==> src/rtl/midi_voice_alloc_if.sv <==
// midi_voice_alloc_if: MIDI byte stream valid/ready handshake
interface midi_voice_alloc_if;
  logic [7:0] midi_data;
  logic       midi_send;
  logic       midi_ready;
  modport master (output midi_data, midi_send, input midi_ready);
  modport slave (input midi_data, midi_send, output midi_ready);
endinterface

==> src/rtl/midi_voice_alloc.sv <==
// midi_voice_alloc: MIDI parser and polyphonic voice allocator; define MIDI_VOICE_STEAL_EN to steal the oldest voice when full
module midi_voice_alloc #(
  parameter int VOICES = 8
) (
  input  logic                  clk,
  input  logic                  reset,
  midi_voice_alloc_if.slave     bus,
  input  logic [3:0]            channel,
  input  logic                  omni,
  output logic [VOICES-1:0]     voice_gate,
  output logic [7*VOICES-1:0]   voice_note,
  output logic [7*VOICES-1:0]   voice_vel,
  output logic [VOICES-1:0]     voice_trig,
  output logic [4:0]            active_count
);
  localparam int AGE_W = $clog2(VOICES);
`ifdef MIDI_VOICE_STEAL_EN
  localparam bit STEAL = 1'b1;
`else
  localparam bit STEAL = 1'b0;
`endif
  typedef enum logic {RECV, EXEC} state_t;
  state_t state, state_nx;
  logic rs_v, idx, acc, done, pass, exec, note_on, note_off, all_off, assign_en;
  logic hit_any, free_any;
  logic [2:0] rs_cmd, m_cmd;
  logic [3:0] rs_ch;
  logic [6:0] d0, m_d0, m_d1;
  logic [AGE_W-1:0] hit_k, free_k, old_k, k;
  logic [4:0] count;
  logic [6:0] note_r [VOICES];
  logic [6:0] vel_r [VOICES];
  logic [AGE_W-1:0] age_r [VOICES];
  assign bus.midi_ready = state == RECV && !reset;
  assign acc = bus.midi_send && bus.midi_ready;
  assign done = acc && !bus.midi_data[7] && rs_v && (idx || rs_cmd[2:1] == 2'b10);
  assign pass = omni || rs_ch == channel;
  assign exec = state == EXEC;
  assign note_on = exec && m_cmd == 3'b001 && m_d1 != 7'd0;
  assign note_off = exec && (m_cmd == 3'b000 || (m_cmd == 3'b001 && m_d1 == 7'd0));
  assign all_off = exec && m_cmd == 3'b011 && m_d0 == 7'h7B;
  assign k = hit_any ? hit_k : free_any ? free_k : old_k;
  assign assign_en = note_on && (hit_any || free_any || STEAL);
  // FSM state register
  always_ff @(posedge clk)
    state <= reset ? RECV : state_nx;
  // Enter EXEC for one cycle on a completed, channel-matched message
  always_comb
    state_nx = (state == RECV && done && pass) ? EXEC : RECV;
  // Byte parser with running status; realtime bytes pass through untouched
  always_ff @(posedge clk) begin
    if (reset) begin
      rs_v <= 1'b0;
      rs_cmd <= '0;
      rs_ch <= '0;
      idx <= 1'b0;
      d0 <= '0;
      m_cmd <= '0;
      m_d0 <= '0;
      m_d1 <= '0;
    end else if (acc) begin
      if (bus.midi_data[7]) begin
        if (bus.midi_data[7:3] != 5'b11111) begin
          rs_v <= bus.midi_data[7:4] != 4'hF;
          rs_cmd <= bus.midi_data[6:4];
          rs_ch <= bus.midi_data[3:0];
          idx <= 1'b0;
        end
      end else if (rs_v) begin
        idx <= !done;
        d0 <= bus.midi_data[6:0];
        if (done) begin
          m_cmd <= rs_cmd;
          m_d0 <= idx ? d0 : bus.midi_data[6:0];
          m_d1 <= bus.midi_data[6:0];
        end
      end
    end
  end
  // Candidate search: lowest matching voice, lowest free voice, oldest voice
  always_comb begin
    hit_any = 1'b0;
    free_any = 1'b0;
    hit_k = '0;
    free_k = '0;
    old_k = '0;
    for (int i = VOICES - 1; i >= 0; i--) begin
      if (voice_gate[i] && note_r[i] == m_d0) begin
        hit_any = 1'b1;
        hit_k = AGE_W'(i);
      end
      if (!voice_gate[i]) begin
        free_any = 1'b1;
        free_k = AGE_W'(i);
      end
      if (age_r[i] == AGE_W'(VOICES - 1))
        old_k = AGE_W'(i);
    end
  end
  // Voice state: assignment with age reordering, note-off and all-notes-off
  always_ff @(posedge clk) begin
    if (reset) begin
      voice_gate <= '0;
      voice_trig <= '0;
      active_count <= '0;
      for (int i = 0; i < VOICES; i++) begin
        note_r[i] <= '0;
        vel_r[i] <= '0;
        age_r[i] <= AGE_W'(i);
      end
    end else begin
      voice_trig <= '0;
      active_count <= count;
      for (int i = 0; i < VOICES; i++) begin
        if (assign_en) begin
          if (AGE_W'(i) == k) begin
            voice_gate[i] <= 1'b1;
            voice_trig[i] <= 1'b1;
            note_r[i] <= m_d0;
            vel_r[i] <= m_d1;
            age_r[i] <= '0;
          end else if (age_r[i] < age_r[k])
            age_r[i] <= age_r[i] + 1'b1;
        end else if ((note_off && note_r[i] == m_d0) || all_off)
          voice_gate[i] <= 1'b0;
      end
    end
  end
  // Pack per-voice registers onto flat buses and count held voices
  always_comb begin
    count = '0;
    voice_note = '0;
    voice_vel = '0;
    for (int i = 0; i < VOICES; i++) begin
      voice_note[7*i +: 7] = note_r[i];
      voice_vel[7*i +: 7] = vel_r[i];
      count = count + 5'(voice_gate[i]);
    end
  end
endmodule

==> src/flat_wrapper.sv <==
// flat-port wrapper written by rule: the top's interface ports become plain ports
module midi_voice_alloc_flat 
#(
  parameter int VOICES = 8
)
  (clk, reset, channel, omni, voice_gate, voice_note, voice_vel, voice_trig, active_count, bus_midi_data, bus_midi_send, bus_midi_ready);
  midi_voice_alloc_if bus_i ();
  input  logic clk;
  input  logic reset;
  input  logic [3:0] channel;
  input  logic omni;
  output logic [VOICES-1:0] voice_gate;
  output logic [7*VOICES-1:0] voice_note;
  output logic [7*VOICES-1:0] voice_vel;
  output logic [VOICES-1:0] voice_trig;
  output logic [4:0] active_count;
  input wire logic [$bits(bus_i.midi_data)-1:0] bus_midi_data;
  input wire logic [$bits(bus_i.midi_send)-1:0] bus_midi_send;
  output wire logic [$bits(bus_i.midi_ready)-1:0] bus_midi_ready;
  assign bus_i.midi_data = bus_midi_data;
  assign bus_i.midi_send = bus_midi_send;
  assign bus_midi_ready = bus_i.midi_ready;
  midi_voice_alloc #(.VOICES(VOICES)) u_core (.clk(clk), .reset(reset), .bus(bus_i), .channel(channel), .omni(omni), .voice_gate(voice_gate), .voice_note(voice_note), .voice_vel(voice_vel), .voice_trig(voice_trig), .active_count(active_count));
endmodule
==> config.mk <==
export PLATFORM = sky130hd
export DESIGN_NAME = midi_voice_alloc_flat
export DESIGN_NICKNAME = d
export VERILOG_FILES = /design/src/rtl/midi_voice_alloc_if.sv /design/src/rtl/midi_voice_alloc.sv /design/src/flat_wrapper.sv
export SDC_FILE = /design/constraint.sdc
export NUM_CORES = 1
export LEC_CHECK = 0
export BUFFER_PORTS_ARGS = -buffer_cell sky130_fd_sc_hd__buf_2
export CORE_MARGIN = 3
export CORE_UTILIZATION = 55
export DETAILED_ROUTE_END_ITERATION = 7
export HOLD_SLACK_MARGIN = 0.06
export PLACE_DENSITY = 0.83
export SLEW_MARGIN = 25
export SYNTH_ARGS = -nofsm -noshare
export SYNTH_HDL_FRONTEND = slang
export SYNTH_SLANG_ARGS = --single-unit
==> constraint.sdc <==
create_clock -name clk -period 10.5 [get_ports clk]
set_input_delay 0 -clock clk [delete_from_list [all_inputs] [get_ports clk]]
set_output_delay 0 -clock clk [all_outputs]
set_load 0.01 [all_outputs]
==> results.md, run 1 <==
* Total GRT Usage at 0.278
* Vias per inst at between 5 and 6
* First-pass GRT wire length at about 39000 microns
* Post-CTS sizing at 0
* CTS tree: built
* Clock sink total at 190
* Worst-skew pair later-pin latency at between 400 and 500 ps
* Design internal power at 1.21 mW
* Antenna viol nets, final at 0
* Most frequent cells in the layout: 148 x buf_2, 136 x edfxtp_1, 129 x nor2_1
* Initial core utilization at 0.568
* F_max at 201 MHz
* Static Leak at around 4.3 nW
* Layout cells sized above 1 at 0.239
* I/O pin count at 150
* Detail Placement HPWL at roughly 18000 microns
* Switching Fraction at 0.230
* Inserted Clock Buffers at 17
* Final setup fails at 0
* Area leader, netlist: edfxtp_1
* Net Sw Power at 363 uW
* Top delay family on crit path: simple AND/OR/NAND/NOR gates
* Reg power frac at 0.530
* Combinational share of power at 0.057
* Mapped cell area at 9160 sq um
* IO buf count at 148
* Hold EP: u_core.rs_cmd[2]$_SDFFE_PP0P_
* Slew margin rel. at 0.374
* Peak VDD IR at between 0.0001 and 0.00015 V
* Num rows at 46
* Commonest non-fill, non-tap cell in the layout: buf_2
* Postcts setup bufs at 0
* Mapped Cells at between 700 and 800
* Synth top area cells: edfxtp_1 45%, dfxtp_1 12%, nor2_1 5.3%, ha_1 3.7%, xor2_1 3.2%
* Hold violation count in the final report at 0
* Flop-to-flop setup slack at roughly 5500 ps
* Mean Syn Cell Area at 11.7 sq um
* Router iterations before antenna repair at 4
* Nets at approximately 970
* Synth top area share at 0.446
* H-Tree Depth at 4
* RePlAce Congestion at about 0.89
* Register area share after synthesis at 0.564
* Number of global-route vias before repair at roughly 6900
* Die area at ~18000 sq um
* Synth-to-layout area growth at 16.0%
* Max Buffers Root-to-Sink at 2
* CTS Hold Buffers Added at 11
* Hold Path Class: input pin to flip-flop
* Reg2Reg Depth at 14
* HP Start: bus_midi_send
* Initial drt markers at between 700 and 800
* WP data required at about 11000 ps
* Die W at 135 microns
* Reg-to-reg critical path endpoint: u_core.age_r[5][2]$_DFFE_PP_
* Final period utilization at 0.473
* Ys flop type: edfxtp_1
* Initial antenna violation count at 0
* Tmin final at between 4000 and 5000 ps
* Max_cap viols at 0
* Ys async rst share at 0
* DRC at 0
* Pwr dens at 148 nW/um^2
* CP max-delay cell: dfxtp_1
* Slew @ Worst Pin at roughly 930 ps
* Total global routing overflow at 0
* Diode count at 0
* Crit path DAT at 5080 ps
* Worst reg2reg startpoint: u_core.m_d0[6]$_SDFFE_PP0P_
* Worst Path Buf+Inv at 0
* Outcome: finished, final reports clean
* Syn Nets at 830
* Crit-path cells: xor2_1 > nor4_1 > and4_1 > or4b_4 > nor3b_2 > or2_1 > mux2_2 > nor2_1 > a211oi_1 > a21oi_1 > ha_1 > o21ai_1 > nor2_2 > o21bai_1
* Warnings, synthesis at 0
* Setup TNS at 0 ps
* Pin count of the biggest net entering global routing at 48
* EDFF count, synth at ~140
* Setup crit end kind: flip-flop
* Slew Viols, Final at 0
* Kind of critical path: flip-flop to flip-flop
* WL/cell at 21.6 microns
* Clk pwr share at 0.413
* Largest fanout on the critical path at 14
* Total wire length at between 20000 and 25000 microns
* RSZ-0062 raised after global routing: no
* Crit start category: flip-flop
* Die height at approximately 140 microns
* Routed via count at 6888
* Worst hold slack at ~110 ps
* Clk slew on worst S/H paths at ~70 ps
* Core ar. at ~16000 sq um
* Yosys reg bits at 190
* Root Driver: clkbuf_16
* Worst path max stage delay at a little under 700 ps
* Hold depth at 4
* Final Skew at around 10 ps
* Synth unique cells at 86
==> synth_stat cells (8+ instances only) <==
master / count
nor2_1: 130
xnor2_1: 25
inv_1: 36
mux2i_1: 19
dfxtp_1: 54
buf_6: 10
a21oi_1: 16
ha_1: 27
nand2_1: 49
nand2b_1: 23
edfxtp_1: 136
clkbuf_1: 26
o21ai_0: 23
nand4_1: 10
o21bai_1: 8
nand3_1: 10
xor2_1: 33
==> metal layers <==
layer / vias to the layer above / routed length, microns / part of all wire / track usage
met2: 358 / 12500 / 0.50 / 0.473
met5: - / 0 / 0 / 0
li1: 3062 / - / - / -
met1: 3397 / 9110 / 0.37 / 0.336
met3: 71 / 2300 / 0.092 / 0.0697
met4: 0 / 953 / 0.038 / 0.122
==> metrics by stage <==
step                      cells  setup slack [ps]  total power [mW]  utilization  cell area, sq um
final                      1150              5530              1.58        0.660             10600
after detailed placement   1107              5580             0.936        0.616              9930
after CTS                  1150              5550              1.58        0.660             10600
after global placement     1107              5710             0.934        0.616              9930
after floorplan             783              6550             0.899            -              9160
after global routing       1150              5170              1.61        0.660             10600
==> worst min-delay path, delay by kind of cell <==
kind / cells / cell delay (ps)
simple gates: 3 / 420
buf+inv: 1 / 90
==> worst max-delay path by stage <==
stage,from,to,slack [ps],depth (start not counted)
final,u_core.m_d0[6]$_SDFFE_PP0P_,u_core.age_r[5][2]$_DFFE_PP_,5530,14
after global routing,u_core.m_d0[6]$_SDFFE_PP0P_,u_core.age_r[5][1]$_SDFFCE_PN0P_,5170,14
after CTS,u_core.m_d0[6]$_SDFFE_PP0P_,u_core.age_r[5][2]$_DFFE_PP_,5550,14
after detailed placement,u_core.m_d0[6]$_SDFFE_PP0P_,u_core.age_r[5][0]$_DFFE_PP_,5580,14
after global placement,u_core.m_d0[1]$_SDFFE_PP0P_,u_core.age_r[5][0]$_DFFE_PP_,5710,14
after floorplan,u_core.age_r[6][0]$_SDFFCE_PP0P_,u_core.age_r[5][0]$_DFFE_PP_,6550,18
==> logic make-up (layout without fill, tap and decap cells) <==
kind of cell / Yosys count / in the layout / synth area share
buf+inv: 77 / 228 / 0.0415
mux: 26 / 26 / 0.0331
other cells: 1 / 1 / 0.000409
simple gates: 275 / 275 / 0.144
fa+ha+maj: 31 / 31 / 0.0456
compound gates: 122 / 122 / 0.111
flops: 190 / 190 / 0.564
xor+xnor: 61 / 61 / 0.0608
==> registers in the layout (all words and copies together), names as in the netlist, 3 cells and up <==
| signal | flops |
|---|---|
| u_core.active_count | 4 |
| u_core.m_cmd | 3 |
| u_core.m_d1 | 7 |
| u_core.age_r | 24 |
| u_core.vel_r | 56 |
| u_core.voice_gate | 8 |
| u_core.rs_ch | 4 |
| u_core.m_d0 | 7 |
| u_core.note_r | 56 |
| u_core.voice_trig | 8 |
| u_core.rs_cmd | 3 |
| u_core.d0 | 7 |
==> power groups by stage <==
stage	logic, mW	registers [mW]	clock network [mW]
after floorplan	0.0445	0.855	0
after detailed placement	0.0855	0.851	0
after global placement	0.0835	0.851	0
after global routing	0.0982	0.837	0.678
after CTS	0.0897	0.835	0.652
final	0.0903	0.835	0.651
==> final cells by class <==
| type | instances | area (sq um) |
|---|---|---|
| fill | 1146 | 5480 |
| multi-input combinational | 516 | 3620 |
| timing repair buffer | 160 | 858 |
| inverter | 36 | 135 |
| clock buffer | 20 | 437 |
| sequential | 190 | 5160 |
| tap | 216 | 270 |
| clock inverter | 12 | 148 |
(Power assumes the default switching activity.)
==> run 2: changes to the inputs <==
--- a/config.mk
+++ b/config.mk
@@ -7,10 +7,10 @@
 export LEC_CHECK = 0
 export BUFFER_PORTS_ARGS = -buffer_cell sky130_fd_sc_hd__buf_2
 export CORE_MARGIN = 3
-export CORE_UTILIZATION = 55
+export CORE_UTILIZATION = 51
 export DETAILED_ROUTE_END_ITERATION = 7
 export HOLD_SLACK_MARGIN = 0.06
-export PLACE_DENSITY = 0.83
+export PLACE_DENSITY = 0.81
 export SLEW_MARGIN = 25
 export SYNTH_ARGS = -nofsm -noshare
 export SYNTH_HDL_FRONTEND = slang
==> constraint.sdc (replaced) <==
create_clock -name clk -period 4.46 [get_ports clk]
set_input_delay 0 -clock clk [delete_from_list [all_inputs] [get_ports clk]]
set_output_delay 0 -clock clk [all_outputs]
set_load 0.01 [all_outputs]
==> results.md, run 2 (synthesis gave the netlist of run 1 again) <==
* RePlAce Congestion at 0.948 (+6.5%)
* First-pass GRT wire length at 38100 microns (-1.2%)
* Die area at 19600 sq um (+7.5%)
* Largest regs: u_core.note_r: 56 flops, u_core.vel_r: 56 flops, u_core.age_r: 24 flops
* Layout cells sized above 1 at 0.266 (+0.0276)
* IO buf count at 148 (unchanged)
* CTS tree: built
* Initial core utilization at 0.526 (-0.0425)
* Design internal power at 2.80 mW (+130%)
* H-Tree Depth at 4 (unchanged)
* Slew margin rel. at 0.350 (-0.0238)
* Net Sw Power at 846 uW (+130%)
* Tmin final at 4320 ps (-649 ps)
* Final WS setup at 138 ps (-5390 ps)
* Worst-skew pair later-pin latency at 440 ps (about the same)
* Crit path DAT at 4490 ps (-590 ps)
* Root Driver: clkbuf_16
* Slew Viols, Final at 0 (unchanged)
* Final Non-Filler Cells at 1190 (+3.5%)
* Total GRT Usage at 0.250 (-0.0274)
* Switching Fraction at 0.232 (+0.00187)
* Max_cap viols at 0 (unchanged)
* Detail Placement HPWL at 17700 microns (+0.17%)
* Crit-path cells: ha_1 > ha_1 > nand2b_1 > a21oi_1 > o21ai_0 > a311oi_1 > nor3b_2 > or2_1 > buf_4 > mux2_4 > o221ai_4 > o31ai_2 > a21boi_1 > o21bai_1
* Initial antenna violation count at 0 (unchanged)
* Outcome: finished, final reports clean
* Die W at 140 microns (+3.7%)
* CP max-delay cell: o221ai_4
* Die height at 140 microns (+3.7%)
* WP data required at 4630 ps (-5980 ps)
* Hold Path Class: input pin to flip-flop
* Inserted Clock Buffers at 17 (unchanged)
* Number of global-route vias before repair at 6848 (-0.23%)
* Total global routing overflow at 0 (unchanged)
* Reg power frac at 0.539 (+0.009)
* Final period utilization at 0.969 (+0.496)
* Commonest non-fill, non-tap cell in the layout: buf_2
* Worst hold slack at 91.9 ps (-22.7 ps)
* F_max at 231 MHz (+15%)
* Final Skew at 13.2 ps (+2.72 ps)
* Critical Path Source: u_core.age_r[6][0]$_SDFFCE_PP0P_
* Dpl cells at 1145 (+3.4%)
* Clk slew on worst S/H paths at 70 ps (about the same)
* Num rows at 48 (+4.3%)
* Pin count of the biggest net entering global routing at 66 (+38%)
* Vias per inst at 5.79 (-3.4%)
* Worst path max stage delay at 570 ps (-120 ps)
* Hold violation count in the final report at 0 (unchanged)
* Reg-to-reg critical path endpoint: u_core.age_r[0][2]$_SDFFCE_PN0P_
* Combinational share of power at 0.060 (+0.003)
* Antenna viol nets, final at 0 (unchanged)
* Total chip power at 3.65 mW (+130%)
* Router iterations before antenna repair at 7 (+3)
* Nets at 999 (+3.2%)
* Kind of critical path: flip-flop to flip-flop
* Synth-to-layout area growth at 18.6%
* Pre-CTS worst setup slack at 188 ps (-5390 ps)
* Core ar. at 17400 sq um (+8.1%)
* Most frequent cells in the layout: 148 x buf_2, 136 x edfxtp_1, 130 x nor2_1
* Setup TNS at 0 ps (unchanged)
* Max Buffers Root-to-Sink at 2 (unchanged)
* Setup crit end kind: flip-flop
* Slew @ Worst Pin at 971 ps (+44.2 ps)
* Diode count at 0 (unchanged)
* Crit start category: flip-flop
* Static Leak at 4.47 nW (+3.3%)
* DRC at 0 (unchanged)
* Crit path to: u_core.age_r[0][2]$_SDFFCE_PN0P_
* I/O pin count at 150 (unchanged)
* Clock sink total at 190 (unchanged)
* Routed via count at 6887 (-0.015%)
* Peak VDD IR at 0.000259 V (+110%)
* Worst reg2reg startpoint: u_core.age_r[6][0]$_SDFFCE_PP0P_
* Initial drt markers at 608 (-14%)
* Reg2Reg Depth at 14 (unchanged)
* WL/cell at 20.5 microns (-5.0%)
* CP dominant cell by count: ha_1
* FILL cells at 1389 (+21%)
* Largest fanout on the critical path at 18 (+4)
* Total wire length at 24500 microns (-1.7%)
* Flop-to-flop setup slack at 140 ps (-5390 ps)
* Clk pwr share at 0.401 (-0.012)
* Final setup fails at 0 (unchanged)
* Pwr dens at 335 nW/um^2 (+130%)
## run 2: cell type report
cell class | instances | area, sq um | share of cell area
repair buffers | 191 | 1090 | 0.100
clock buffers | 18 | 429 | 0.0395
multi-input cells | 516 | 3630 | 0.334
flip-flops and latches | 190 | 5160 | 0.475
inverters | 36 | 135 | 0.0124
well taps | 225 | 282 | 0.0259
clock inverters | 14 | 133 | 0.0122
## run 2: power by group through the flow
stage	Combinational (mW)	Clock (mW)	Sequential, mW
final	0.219	1.46	1.96
after global routing	0.239	1.54	1.97
after CTS	0.216	1.48	1.96
after detailed placement	0.207	0	2.00
after global placement	0.204	0	2.00
after floorplan	0.105	0	2.01
## run 2: critical path, delay by kind of cell, from the launching register on
family | cells | cell delay [ps]
compound gates | 7 | 1870
simple gates | 3 | 660
flops | 1 | 480
fa+ha+maj | 2 | 480
mux | 1 | 330
buf+inv | 1 | 250
## run 2: timing repair
| item | in CTS | in global routing |
|---|---|---|
| setup endpoints to repair | 0 | 11 |
| hold buffers | 11 | 0 |
| endpoints found under the hold margin | 30 | 0 |
| resized for setup | 0 | 3 |
| setup buffers | 0 | 2 |
## run 2: worst min-delay path by stage
| stage | from | end | slack [ps] | cells past startpoint |
|---|---|---|---|---|
| after global placement | omni | u_core.exec$_SDFF_PP0_ | 220 | 3 |
| after floorplan | reset | bus_midi_ready | 60 | 1 |
| after global routing | bus_midi_send | u_core.rs_v$_SDFFE_PP0P_ | 120 | 4 |
| after CTS | bus_midi_send | u_core.rs_v$_SDFFE_PP0P_ | 60 | 4 |
| final | bus_midi_send | u_core.rs_v$_SDFFE_PP0P_ | 90 | 4 |
| after detailed placement | omni | u_core.exec$_SDFF_PP0_ | 230 | 3 |
## run 2: through the flow
step           utilization  area (sq um)
5_1_grt              0.624         10900
4_1_cts              0.622         10800
6_report             0.624         10900
3_5_place_dp         0.584         10200
2_1_floorplan            -          9160
3_3_place_gp         0.584         10200
## run 2: per-layer routing
layer,routed length [microns],track usage,vias to the layer above
met5,0,0,-
met4,900,0.106,0
met3,1910,0.0748,78
met2,11800,0.413,293
met1,9890,0.307,3382
li1,-,-,3134
==> run 3: changes to the inputs <==
--- a/config.mk
+++ b/config.mk
@@ -7,10 +7,11 @@
 export LEC_CHECK = 0
 export BUFFER_PORTS_ARGS = -buffer_cell sky130_fd_sc_hd__buf_2
 export CORE_MARGIN = 3
-export CORE_UTILIZATION = 51
+export CORE_UTILIZATION = 53
+export CTS_BUF_LIST = sky130_fd_sc_hd__clkbuf_2
 export DETAILED_ROUTE_END_ITERATION = 7
 export HOLD_SLACK_MARGIN = 0.06
-export PLACE_DENSITY = 0.81
+export PLACE_DENSITY = 0.84
 export SLEW_MARGIN = 25
 export SYNTH_ARGS = -nofsm -noshare
 export SYNTH_HDL_FRONTEND = slang
==> results.md, run 3 (synthesis gave the netlist of run 1 again) <==
* Crit path DAT at 4680 ps (+190 ps)
* Slew Viols, Final at 0 (unchanged)
* Slew margin rel. at 0.464 (+0.114)
* Die height at 137 microns (-1.8%)
* Static Leak at 4.43 nW (-0.95%)
* CTS tree: built
* Peak VDD IR at 0.000334 V (+29%)
* Largest regs: u_core.note_r: 56 flops, u_core.vel_r: 56 flops, u_core.age_r: 24 flops
* Setup crit end kind: flip-flop
* Initial core utilization at 0.547 (+0.0206)
* Worst Path Buf+Inv at 1 (unchanged)
* Most frequent cells in the layout: 148 x buf_2, 136 x edfxtp_1, 130 x nor2_1
* RSZ-0062 raised after global routing: no
* Routed via count at 7109 (+3.2%)
* Largest fanout on the critical path at 18 (unchanged)
* RePlAce Congestion at 0.917 (-3.2%)
* Worst path max stage delay at 720 ps (+150 ps)
* WL/cell at 21.2 microns (+3.4%)
* H-Tree Depth at 4 (unchanged)
* First-pass GRT wire length at 39000 microns (+2.4%)
* Final Skew at 66.2 ps (+53.0 ps)
* Worst hold slack at 104 ps (+12.3 ps)
* IO buf count at 148 (unchanged)
* Die area at 18900 sq um (-3.6%)
* Total wire length at 25600 microns (+4.5%)
* Top delay family on crit path: simple AND/OR/NAND/NOR gates
* Total GRT Usage at 0.275 (+0.0248)
* Flop-to-flop setup slack at 290 ps (+150 ps)
* Crit-path cells: xor2_1 > nor4_1 > and4_1 > or4b_4 > nor3b_2 > or2_4 > buf_4 > mux2i_4 > o221ai_4 > o41ai_1 > a21boi_2 > o21bai_1
* Layout cells sized above 1 at 0.266 (-0.000808)
* Vias per inst at 5.91 (+2.1%)
* Outcome: finished, final reports clean
* DRC at 0 (unchanged)
* FILL cells at 1249 (-10%)
* F_max at 240 MHz (+3.6%)
* Root Driver: clkbuf_2
* Final setup fails at 0 (unchanged)
* Diode count at 0 (unchanged)
* Worst-skew pair later-pin latency at 830 ps (+390 ps)
* Initial drt markers at 799 (+31%)
* Pin count of the biggest net entering global routing at 66 (unchanged)
* Nets at 1017 (+1.8%)
* I/O pin count at 150 (unchanged)
* Max_cap viols at 0 (unchanged)
* Max Buffers Root-to-Sink at 2 (unchanged)
* CP max-delay cell: dfxtp_1
* Tmin final at 4170 ps (-151 ps)
* Hold Path Class: input pin to flip-flop
* Number of global-route vias before repair at 7158 (+4.5%)
* Total chip power at 3.09 mW (-15%)
* Detail Placement HPWL at 17900 microns (+1.2%)
* Final Non-Filler Cells at 1203 (+1.1%)
* Clock sink total at 190 (unchanged)
* Total global routing overflow at 0 (unchanged)
* Num rows at 47 (-2.1%)
* Dpl cells at 1141 (-0.35%)
* Router iterations before antenna repair at 5 (-2)
* Synth-to-layout area growth at 17.1%
* Hold violation count in the final report at 0 (unchanged)
* Setup TNS at 0 ps (unchanged)
* Kind of critical path: flip-flop to flip-flop
* Core ar. at 16800 sq um (-3.8%)
* Clk slew on worst S/H paths at 270 ps (+200 ps)
* Inserted Clock Buffers at 17 (unchanged)
* Die W at 137 microns (-1.8%)
* Commonest non-fill, non-tap cell in the layout: buf_2
* WP data required at 4970 ps (+340 ps)
* Slew @ Worst Pin at 793 ps (-178 ps)
* Final period utilization at 0.935 (-0.0339)
* Antenna viol nets, final at 0 (unchanged)
* Initial antenna violation count at 0 (unchanged)
* Pwr dens at 288 nW/um^2 (-14%)
* Crit start category: flip-flop
-- run 3: changes by cell type in the layout (fill, tap and decap cells not counted), moves of 4 or more --
cell,change
clkbuf_16,-17
clkbuf_2,+18
dfxtp_1,-4
dfxtp_2,+4
dlygate4sd3_1,+19
-- run 3: cell type report --
type	count	area [sq um]	share of cell area
clock buffer	18	90.1	0.00840
clock inverter	14	150	0.0140
inverter	36	135	0.0126
multi-input combinational	516	3630	0.338
sequential	190	5170	0.482
tap	220	275	0.0257
timing repair buffer	209	1270	0.119
-- run 3: where the power goes --
part	internal [mW]	total [mW]	leakage [nW]	switching [mW]
Combinational	0.0976	0.236	2.46	0.139
Clock	0.231	0.886	0.150	0.655
Sequential	1.93	1.97	1.81	0.0340
-- run 3: worst min-delay path, delay by kind of cell --
family,cells,cell delay [ps]
multiplexers,1,80
buffers and inverters,2,650
AO/OA/AOI/OAI,1,150
-- run 3: repair_timing --
action / 4_1_cts / 5_1_grt
hold buffers: 30 / 0
endpoints found under the setup margin: 0 / 41
endpoints found under the hold margin: 58 / 0
buffers inserted: 0 / 0
resized for setup: 0 / 8
-- run 3: layer usage --
| metal | vias up | GRT usage | wire (microns) |
|---|---|---|---|
| met3 | 89 | 0.0862 | 2590 |
| met1 | 3447 | 0.325 | 9210 |
| met2 | 409 | 0.463 | 12900 |
| met4 | 0 | 0.117 | 898 |
| li1 | 3164 | - | - |
| met5 | - | 0 | 0 |
-- run 3: path summary, 6_finish.rpt --
path / startpoint / to / cells past startpoint
setup / recovery: u_core.m_d0[6]$_SDFFE_PP0P_ / u_core.age_r[4][2]$_SDFFCE_PN1P_ / 12
hold / removal: bus_midi_data[0] / u_core.m_d0[0]$_SDFFE_PP0P_ / 4
setup reg to reg: u_core.m_d0[6]$_SDFFE_PP0P_ / u_core.age_r[4][2]$_SDFFCE_PN1P_ / 12
hold reg to reg: u_core.rs_cmd[0]$_SDFFE_PP0P_ / u_core.m_cmd[0]$_SDFFE_PP0P_ / 2
-- run 3: metrics by stage --
stage / area [sq um] / setup WS (ps) / util
CTS: 10700 / 34.7 / 0.639
finish: 10700 / 290 / 0.640
global route: 10700 / 14.8 / 0.640
floorplan: 9160 / 507 / -
detailed placement: 10200 / 25.7 / 0.606
global placement: 10200 / 189 / 0.606
